$ cat src/rtl/seg7_scan_ctrl.sv
// -----------------------------------------------------------------------------
// seg7_scan_ctrl
//   Time-multiplexed 8-digit hex driver for the board 7-segment display.
//   Captures a 32-bit result word (plus 8 decimal points) on the rising edge
//   of disp_load and scans it one nibble per digit onto the shared pins.
//   Supports leading-zero blanking and a freeze control for single-step debug.
//
// Parameters
//   SCAN_DIV     clk cycles per digit slot (>=1)
//
// Ports
//   clk          board clock, all logic on posedge
//   rstn         asynchronous reset, active-low
//   disp_data    value to show; nibble k -> digit k (digit 0 rightmost)
//   disp_dp      decimal point per digit, 1 = lit; captured with disp_data
//   disp_load    capture strobe; acts on its rising edge
//   disp_freeze  1 = ignore load edges, hold the current shadow value
//   disp_blank   1 = leading-zero blanking enabled (live, not captured)
//   disp_an_o    digit anodes, active-low, one-hot-low while scanning
//   disp_seg_o   segments, active-low; [7]=dp, [6:0]=g,f,e,d,c,b,a
// -----------------------------------------------------------------------------
module seg7_scan_ctrl #(
  parameter int SCAN_DIV = 100000
) (
  input  logic        clk,
  input  logic        rstn,
  input  logic [31:0] disp_data,
  input  logic [7:0]  disp_dp,
  input  logic        disp_load,
  input  logic        disp_freeze,
  input  logic        disp_blank,
  output logic [7:0]  disp_an_o,
  output logic [7:0]  disp_seg_o
);

  localparam int            CW      = (SCAN_DIV > 1) ? $clog2(SCAN_DIV) : 1;
  localparam logic [CW-1:0] CNT_MAX = CW'(SCAN_DIV - 1);

  logic [CW-1:0] cnt;
  logic          tick;
  logic [2:0]    idx;
  logic          load_q;
  logic          load_edge;
  logic [31:0]   shadow;
  logic [7:0]    shadow_dp;

  logic [2:0]    msd;
  logic [3:0]    nib;
  logic          blank_digit;
  logic [7:0]    seg_next;

  // Hex digit to active-low g..a pattern (dp handled separately).
  function automatic logic [6:0] hex_seg(input logic [3:0] n);
    case (n)
      4'h0: hex_seg = 7'h40;
      4'h1: hex_seg = 7'h79;
      4'h2: hex_seg = 7'h24;
      4'h3: hex_seg = 7'h30;
      4'h4: hex_seg = 7'h19;
      4'h5: hex_seg = 7'h12;
      4'h6: hex_seg = 7'h02;
      4'h7: hex_seg = 7'h78;
      4'h8: hex_seg = 7'h00;
      4'h9: hex_seg = 7'h10;
      4'hA: hex_seg = 7'h08;
      4'hB: hex_seg = 7'h03;
      4'hC: hex_seg = 7'h46;
      4'hD: hex_seg = 7'h21;
      4'hE: hex_seg = 7'h06;
      default: hex_seg = 7'h0E;
    endcase
  endfunction

  assign tick      = (cnt == CNT_MAX);
  assign load_edge = disp_load & ~load_q;

  // Prescaler and digit index. The index only ever moves on tick, so a
  // mid-scan load never disturbs the scan sequence.
  // NOTE: sequential state uses non-blocking assignments so every register
  // samples pre-edge values regardless of block ordering.
  always_ff @(posedge clk or negedge rstn) begin
    if (!rstn) begin
      cnt <= '0;
      idx <= '0;
    end else begin
      cnt <= tick ? '0 : cnt + CW'(1);
      if (tick) idx <= idx + 3'd1;
    end
  end

  // Load-edge capture. An edge while frozen is simply dropped; a held-high
  // load produces only one edge and therefore one capture.
  always_ff @(posedge clk or negedge rstn) begin
    if (!rstn) begin
      load_q    <= 1'b0;
      shadow    <= '0;
      shadow_dp <= '0;
    end else begin
      load_q <= disp_load;
      if (load_edge && !disp_freeze) begin
        shadow    <= disp_data;
        shadow_dp <= disp_dp;
      end
    end
  end

  // Most significant nonzero nibble; stays 0 for an all-zero word so digit 0
  // is never blanked.
  // NOTE: every combinational output gets a default before any conditional
  // update, which keeps the block free of inferred latches.
  always_comb begin
    msd = '0;
    for (int k = 1; k < 8; k++) begin
      if (shadow[4*k +: 4] != 4'h0) msd = 3'(k);
    end
  end

  assign nib         = shadow[{idx, 2'b00} +: 4];
  assign blank_digit = disp_blank && (idx > msd);
  assign seg_next    = {~shadow_dp[idx], blank_digit ? 7'h7F : hex_seg(nib)};

  // Registered output stage: one cycle behind idx/shadow, and no input can
  // reach the pins combinationally.
  always_ff @(posedge clk or negedge rstn) begin
    if (!rstn) begin
      disp_an_o  <= 8'hFF;
      disp_seg_o <= 8'hFF;
    end else begin
      disp_an_o  <= ~(8'b1 << idx);
      disp_seg_o <= seg_next;
    end
  end

endmodule

$ cat config.mk
export PLATFORM = sky130hd
export DESIGN_NAME = seg7_scan_ctrl
export DESIGN_NICKNAME = d
export VERILOG_FILES = /design/src/rtl/seg7_scan_ctrl.sv
export SDC_FILE = /design/constraint.sdc
export NUM_CORES = 1
export LEC_CHECK = 0
export ABC_AREA = 1
export CORE_ASPECT_RATIO = 0.8
export CORE_MARGIN = 4
export CORE_UTILIZATION = 35
export CTS_CLUSTER_SIZE = 30
export DETAILED_ROUTE_END_ITERATION = 6
export SYNTH_ARGS = -nofsm -noshare
export SYNTH_HDL_FRONTEND = slang
export SYNTH_SLANG_ARGS = --single-unit
$ cat constraint.sdc
create_clock -name clk -period 2.2 [get_ports clk]
set_input_delay 0.55 -clock clk [delete_from_list [all_inputs] [get_ports clk]]
set_output_delay 0.55 -clock clk [all_outputs]
set_load 0.005 [all_outputs]
### After elaboration in Yosys (flattened, before gate mapping)

Memories as Yosys holds them, arrays and structs flattened.
Index checks and enable logic that the tools add are counted.

* register bits after elaboration: 77
* output and inout bits: 16
* logic and storage cells: 40
* memories: 1
* memory bits (read-only): 112

* mux-type cells: 11
* reductions and logical operators: 10
* bitwise logic cells: 4
* shifts and indexed selects: 2
* equal/unequal tests: 1
* add/sub/neg operators: 2
* magnitude comparators: 2

Memory list
* (name not given): words 16, bits a word 7, read ports 1, clocked after Yosys merged registers in 0, write ports 0, line 54 `case (n)`

Operators with widths (count)
* $shiftx A32 B6 Y4: 1
* $reduce_bool A4 Y1: 7
* $mux W3: 6
* $add A17 B1 Y17 const B: 1
* $eq A17 B17 Y1 const B: 1
* $mux W17: 1
* $not A8 Y8: 1
* $shl A1 B3 Y8 const A: 1
* $mux W7: 1
* $lt A3 B4 Y1 const B: 1
* $add A3 B1 Y3 const B: 1
* $bmux W1 S3: 1
* $gt A3 B3 Y1: 1
* $logic_and A1 B1 Y1: 2
* $mux W1: 2
* $not A1 Y1: 2
* $and A1 B1 Y1: 1
* $logic_not A1 Y1: 1

### Logic depth before layout (Yosys ltp)

* depth in word-level cells: 11
* depth in mapped cells: 15

### Least setup slack after synthesis

OpenSTA, ideal clock, no wires.

* path type: reg-to-reg
* start: register shadow[16]
* end: register disp_seg_o[0]
* data arrival time: 1752 ps
* setup slack: 365 ps
* cell stages (with the launch flop): 12
* setup time: 83 ps
* period minus slack after synthesis: 1835 ps
* required time: 2117 ps
* cell sequence: dfrtp_1 -> nor4_1 -> nand2_1 -> a21oi_1 -> nor2_1 -> ha_1 -> nand2_1 -> nor2_1 -> a211oi_1 -> nor2_1 -> inv_1 -> nand3_1

* cells in the longest elaborated chain, start to end: 8
* elaborated cells on any way between the ends: 10
* classes of those cells: 1 x order compare; 1 x shift; 5 x mux; 2 x reduce/logical; 1 x memory

Ends and longest elaborated chain
* start: declaration: line 44 `logic [31:0] shadow;`
* start signal: assignment: line 101 `shadow <= disp_data;`
* branches (longest 7 deep; another with $mem_v2 Z16 W7)
* $mux W7 *: line 120 `assign seg_next = {~shadow_dp[idx], blank_digit ? 7'h7F : hex_seg(nib)};`
* via seg_next[0]: line 50 `logic [7:0] seg_next;`
* end signal: assignment: line 130 `disp_seg_o <= seg_next;`
* end: declaration: line 33 `output logic [7:0] disp_seg_o`

Mark *: on every way through the listed nets, which the timed path passes.
A chain may end at the register's enable or synchronous reset.

### Worst setup path in the final report

Same ends and word-level chain as after synthesis.

==> impl_metrics.xml <==
<?xml version="1.0" encoding="UTF-8"?>
<metrics>
  <group name="status">
    <metric name="run_status" unit="">complete, no violations</metric>
  </group>
  <group name="setup_path">
    <metric name="timing.critical_path.mode_cell" unit="">sky130_fd_sc_hd__nor2_1</metric>
    <metric name="cp_buf_inv_count" unit="">1</metric>
    <metric name="worstSetupEndpointType" unit="">register</metric>
    <metric name="cell_family_contributing_the_most_delay_on_the_critical_path" unit="">simple AND/OR/NAND/NOR gates</metric>
    <metric name="reg2regPathDepth" unit="">11</metric>
    <metric name="regToRegSetupSlack" unit="ns">0.15</metric>
    <metric name="cp-start-kind" unit="">register</metric>
    <metric name="max_stage_delay" unit="ns">0.41</metric>
    <metric name="worst-endpoint-arrival" unit="ns">2.32</metric>
    <metric name="timing.rr.end" unit="">disp_seg_o[0]$_DFF_PN1_</metric>
    <metric name="cp.required" unit="ns">2.47</metric>
    <metric name="worstPathMaxFanout" unit="">4</metric>
    <metric name="rr_startpoint" unit="">shadow[16]$_DFFE_PN0P_</metric>
    <metric name="criticalPathCategory" unit="">reg -&gt; reg</metric>
    <metric name="cpMaxStageDelayCell" unit="">sky130_fd_sc_hd__dfrtp_1</metric>
    <metric name="timing.critical_path.cells" unit="">nor4_4, nand2_1, a21oi_1, nor2_1, ha_1, nand2_1, nor2_1, a211oi_1, nor2_1, inv_2, nand3_1</metric>
  </group>
  <group name="finish">
    <metric name="layout-area-overhead-vs-synth" unit="%">28.32</metric>
    <metric name="layout-drive-gt1-share" unit="%">13.36</metric>
    <metric name="layout_commonest_cell" unit="">sky130_fd_sc_hd__nand2_1</metric>
    <metric name="most-common-layout-cells" unit="">sky130_fd_sc_hd__nand2_1 (94), sky130_fd_sc_hd__nor2_1 (69), sky130_fd_sc_hd__dfrtp_1 (61)</metric>
    <metric name="multi_input_comb_area" unit="um^2">1749</metric>
    <metric name="area.sequential" unit="um^2">1947</metric>
    <metric name="fin_nets" unit="">595</metric>
    <metric name="diodes" unit="">0</metric>
    <metric name="filler_cell_count" unit="">1086</metric>
  </group>
  <group name="clock_tree">
    <metric name="postCtsSetupRepairBufs" unit="">0</metric>
    <metric name="cts.sink_count" unit="">77</metric>
    <metric name="clock_insertion_delay_worst_skew" unit="ns">0.33</metric>
    <metric name="numCtsBuffers" unit="">9</metric>
    <metric name="bufs_on_longest_clock_path" unit="">2</metric>
    <metric name="path_clk_slew" unit="ns">0.06</metric>
    <metric name="cts_tree" unit="">done</metric>
    <metric name="cts_root_buffer" unit="">sky130_fd_sc_hd__clkbuf_16</metric>
    <metric name="clock_tree.htree_level_count" unit="">3</metric>
  </group>
  <group name="drt">
    <metric name="wl" unit="um">9068</metric>
    <metric name="post_drt_antenna_nets" unit="">0</metric>
    <metric name="drc" unit="">0</metric>
    <metric name="avgRoutedWirePerCell" unit="um">13.28</metric>
    <metric name="initialDrtViolationCount" unit="">182</metric>
    <metric name="num_vias" unit="">3196</metric>
    <metric name="vias_per_cell" unit="">4.679</metric>
    <metric name="drt-pass1-iter-count" unit="">4</metric>
  </group>
  <group name="placed_design">
    <metric name="port-buffer-count" unit="">60</metric>
    <metric name="globalplace.congestion" unit="">0.8763</metric>
    <metric name="hpwl" unit="um">6778</metric>
    <metric name="pre_cts_ws" unit="ns">0.04187</metric>
  </group>
  <group name="synthesis">
    <metric name="syn-cell-area" unit="um^2">4008</metric>
    <metric name="synthesis.instances" unit="">465</metric>
    <metric name="ys_ff_latch" unit="">77</metric>
    <metric name="synth_unique_cells" unit="">32</metric>
    <metric name="avgSynthCellArea" unit="um^2">8.618</metric>
    <metric name="synth-warning-count" unit="">0</metric>
    <metric name="mappedNetlistNets" unit="">526</metric>
    <metric name="synth_seq_area_share" unit="%">48.58</metric>
  </group>
  <group name="sta">
    <metric name="setup_slack" unit="ns">0.1465</metric>
    <metric name="slew-limit-headroom" unit="%">58.01</metric>
    <metric name="tightestPinTransition" unit="ns">0.6251</metric>
    <metric name="hold_viol_final" unit="">0</metric>
    <metric name="worst_hold_slack" unit="ns">0.1570</metric>
    <metric name="finalCritPeriodShare" unit="%">93.34</metric>
    <metric name="maxClockFrequency" unit="MHz">487.0</metric>
    <metric name="setup_viol_count_final" unit="">0</metric>
    <metric name="finalWorstPathRequiredPeriod" unit="ns">2.054</metric>
    <metric name="clock_skew" unit="ns">0.004567</metric>
    <metric name="number_of_max_slew_violations_in_the_final_report" unit="">0</metric>
  </group>
  <group name="job">
    <metric name="drv_cap" unit="">0</metric>
  </group>
  <group name="floorplan">
    <metric name="die_h" unit="um">103.7</metric>
    <metric name="fp.dieW" unit="um">127.6</metric>
    <metric name="core_region_area" unit="um^2">11020</metric>
    <metric name="start_util" unit="%">36.37</metric>
    <metric name="row_count" unit="">34</metric>
    <metric name="fp.dieArea" unit="um^2">13240</metric>
    <metric name="num_io_pins" unit="">61</metric>
  </group>
  <group name="hold_path">
    <metric name="worst_hold_path_type" unit="">in -&gt; async</metric>
  </group>
  <group name="power">
    <metric name="p_per_area" unit="nW/um^2">749.5</metric>
    <metric name="ir_worst_vdd" unit="mV">0.3616</metric>
    <metric name="power_leakage" unit="nW">2.452</metric>
  </group>
  <group name="grt">
    <metric name="first_global_vias" unit="">3175</metric>
    <metric name="grt_pass1_wl" unit="um">15390</metric>
    <metric name="grt_max_degree" unit="">36</metric>
    <metric name="remaining_global_route_overflow" unit="">0</metric>
    <metric name="groute.usage.overall" unit="%">14.37</metric>
    <metric name="antenna_found_initial" unit="">0</metric>
  </group>
</metrics>
final cells by class:
type | count | area share (%)
clock buffers | 13 | 5.255
clock inverters | 3 | 0.8273
inverters | 60 | 4.428
multi-input cells | 314 | 34.01
flip-flops and latches | 77 | 37.86
well taps | 144 | 3.504
repair buffers | 72 | 14.11
worst max path at each step:
| stage | depth (start not counted) | to | start | slack, ns |
|---|---|---|---|---|
| detailed placement | 6 | shadow[26]$_DFFE_PN0P_ | disp_load | 0.04 |
| finish | 11 | disp_seg_o[0]$_DFF_PN1_ | shadow[16]$_DFFE_PN0P_ | 0.15 |
| global route | 11 | disp_seg_o[5]$_DFF_PN1_ | shadow[16]$_DFFE_PN0P_ | -0.003 |
| CTS | 11 | disp_seg_o[0]$_DFF_PN1_ | shadow[16]$_DFFE_PN0P_ | 0.05 |
| floorplan | 11 | disp_seg_o[0]$_DFF_PN1_ | shadow[16]$_DFFE_PN0P_ | 0.37 |
| global placement | 6 | shadow[28]$_DFFE_PN0P_ | disp_load | 0.08 |
state kept, by name, summed over array words and instances (netlist names):
name / count
shadow: 32
cnt: 17
disp_an_o: 8
disp_seg_o: 8
shadow_dp: 8
idx: 3
load_q: 1
where the power goes:
group | internal, mW | total [mW] | switching, mW
combinational | 0.323 | 0.633 | 0.310
sequential | 1.61 | 1.69 | 0.0853
clock | 0.970 | 1.53 | 0.558
total | 2.90 | 3.85 | 0.953
metal layers:
layer  part of all wire, %  track usage [%]  up-vias
met3                   4.5            4.064        8
met5                     0                0        -
met1                    50            20.35     1503
li1                      -                -     1620
met2                    44            21.64       65
met4                   1.0            3.636        0
metrics by stage:
| stage | util (%) | std cells | power [mW] | instance area, um^2 | setup TNS (ns) |
|---|---|---|---|---|---|
| after floorplan | - | 465 | 2.044 | 4008 | 0 |
| after global placement | 43.52 | 667 | 2.325 | 4795 | 0 |
| after detailed placement | 43.52 | 667 | 2.341 | 4795 | 0 |
| after CTS | 46.35 | 683 | 3.889 | 5107 | 0 |
| after global routing | 46.67 | 683 | 4.072 | 5142 | -0.005324 |
| final | 46.67 | 683 | 3.854 | 5142 | 0 |
cells by family (layout without fill, tap and decap cells):
kind of cell | count (synthesis) | after routing | synth area share (%)
muxes | 11 | 11 | 4.027
adders and majority gates | 16 | 16 | 4.995
buffers and inverters | 74 | 148 | 8.648
xor gates and xnor gates | 14 | 14 | 3.060
AOI/OAI and AO/OA | 38 | 38 | 4.995
DFF | 77 | 77 | 48.58
and+or+nand+nor | 235 | 235 | 25.69
synthesized netlist by cell type, drive strengths merged:
| master | n | area share, % |
|---|---|---|
| nor4 | 6 | 1.3 |
| nor3 | 4 | 0.50 |
| dfstp | 16 | 10 |
| or3b | 1 | 0.22 |
| inv | 60 | 5.7 |
| nand2 | 97 | 9.3 |
| a21oi | 32 | 4.0 |
| a211oi | 1 | 0.19 |
| nand4 | 7 | 1.1 |
| xor2 | 13 | 2.8 |
| dfrtp | 61 | 38 |
| a32oi | 1 | 0.22 |
| nor2 | 70 | 6.7 |
| ha | 16 | 5.0 |
| xnor2 | 1 | 0.22 |
| o21ai | 4 | 0.59 |
| mux2 | 11 | 4.0 |
| nand3b | 1 | 0.19 |
| buf | 11 | 2.7 |
| nand3 | 49 | 6.4 |
| clkbuf | 3 | 0.28 |
worst reg2reg max path, delay by kind of cell (launching register included):
kind | cells | cell delay, ns
AOI/OAI and AO/OA | 2 | 0.21
adders and majority gates | 1 | 0.29
buffers and inverters | 1 | 0.10
DFF | 1 | 0.41
and+or+nand+nor | 7 | 0.99
what timing repair did:
item                       in CTS  in global routing
setup endpoints to repair       0                  7
hold buffers                    0                  0
gates resized for setup         0                  6
Power figures use the tool's default switching activity.
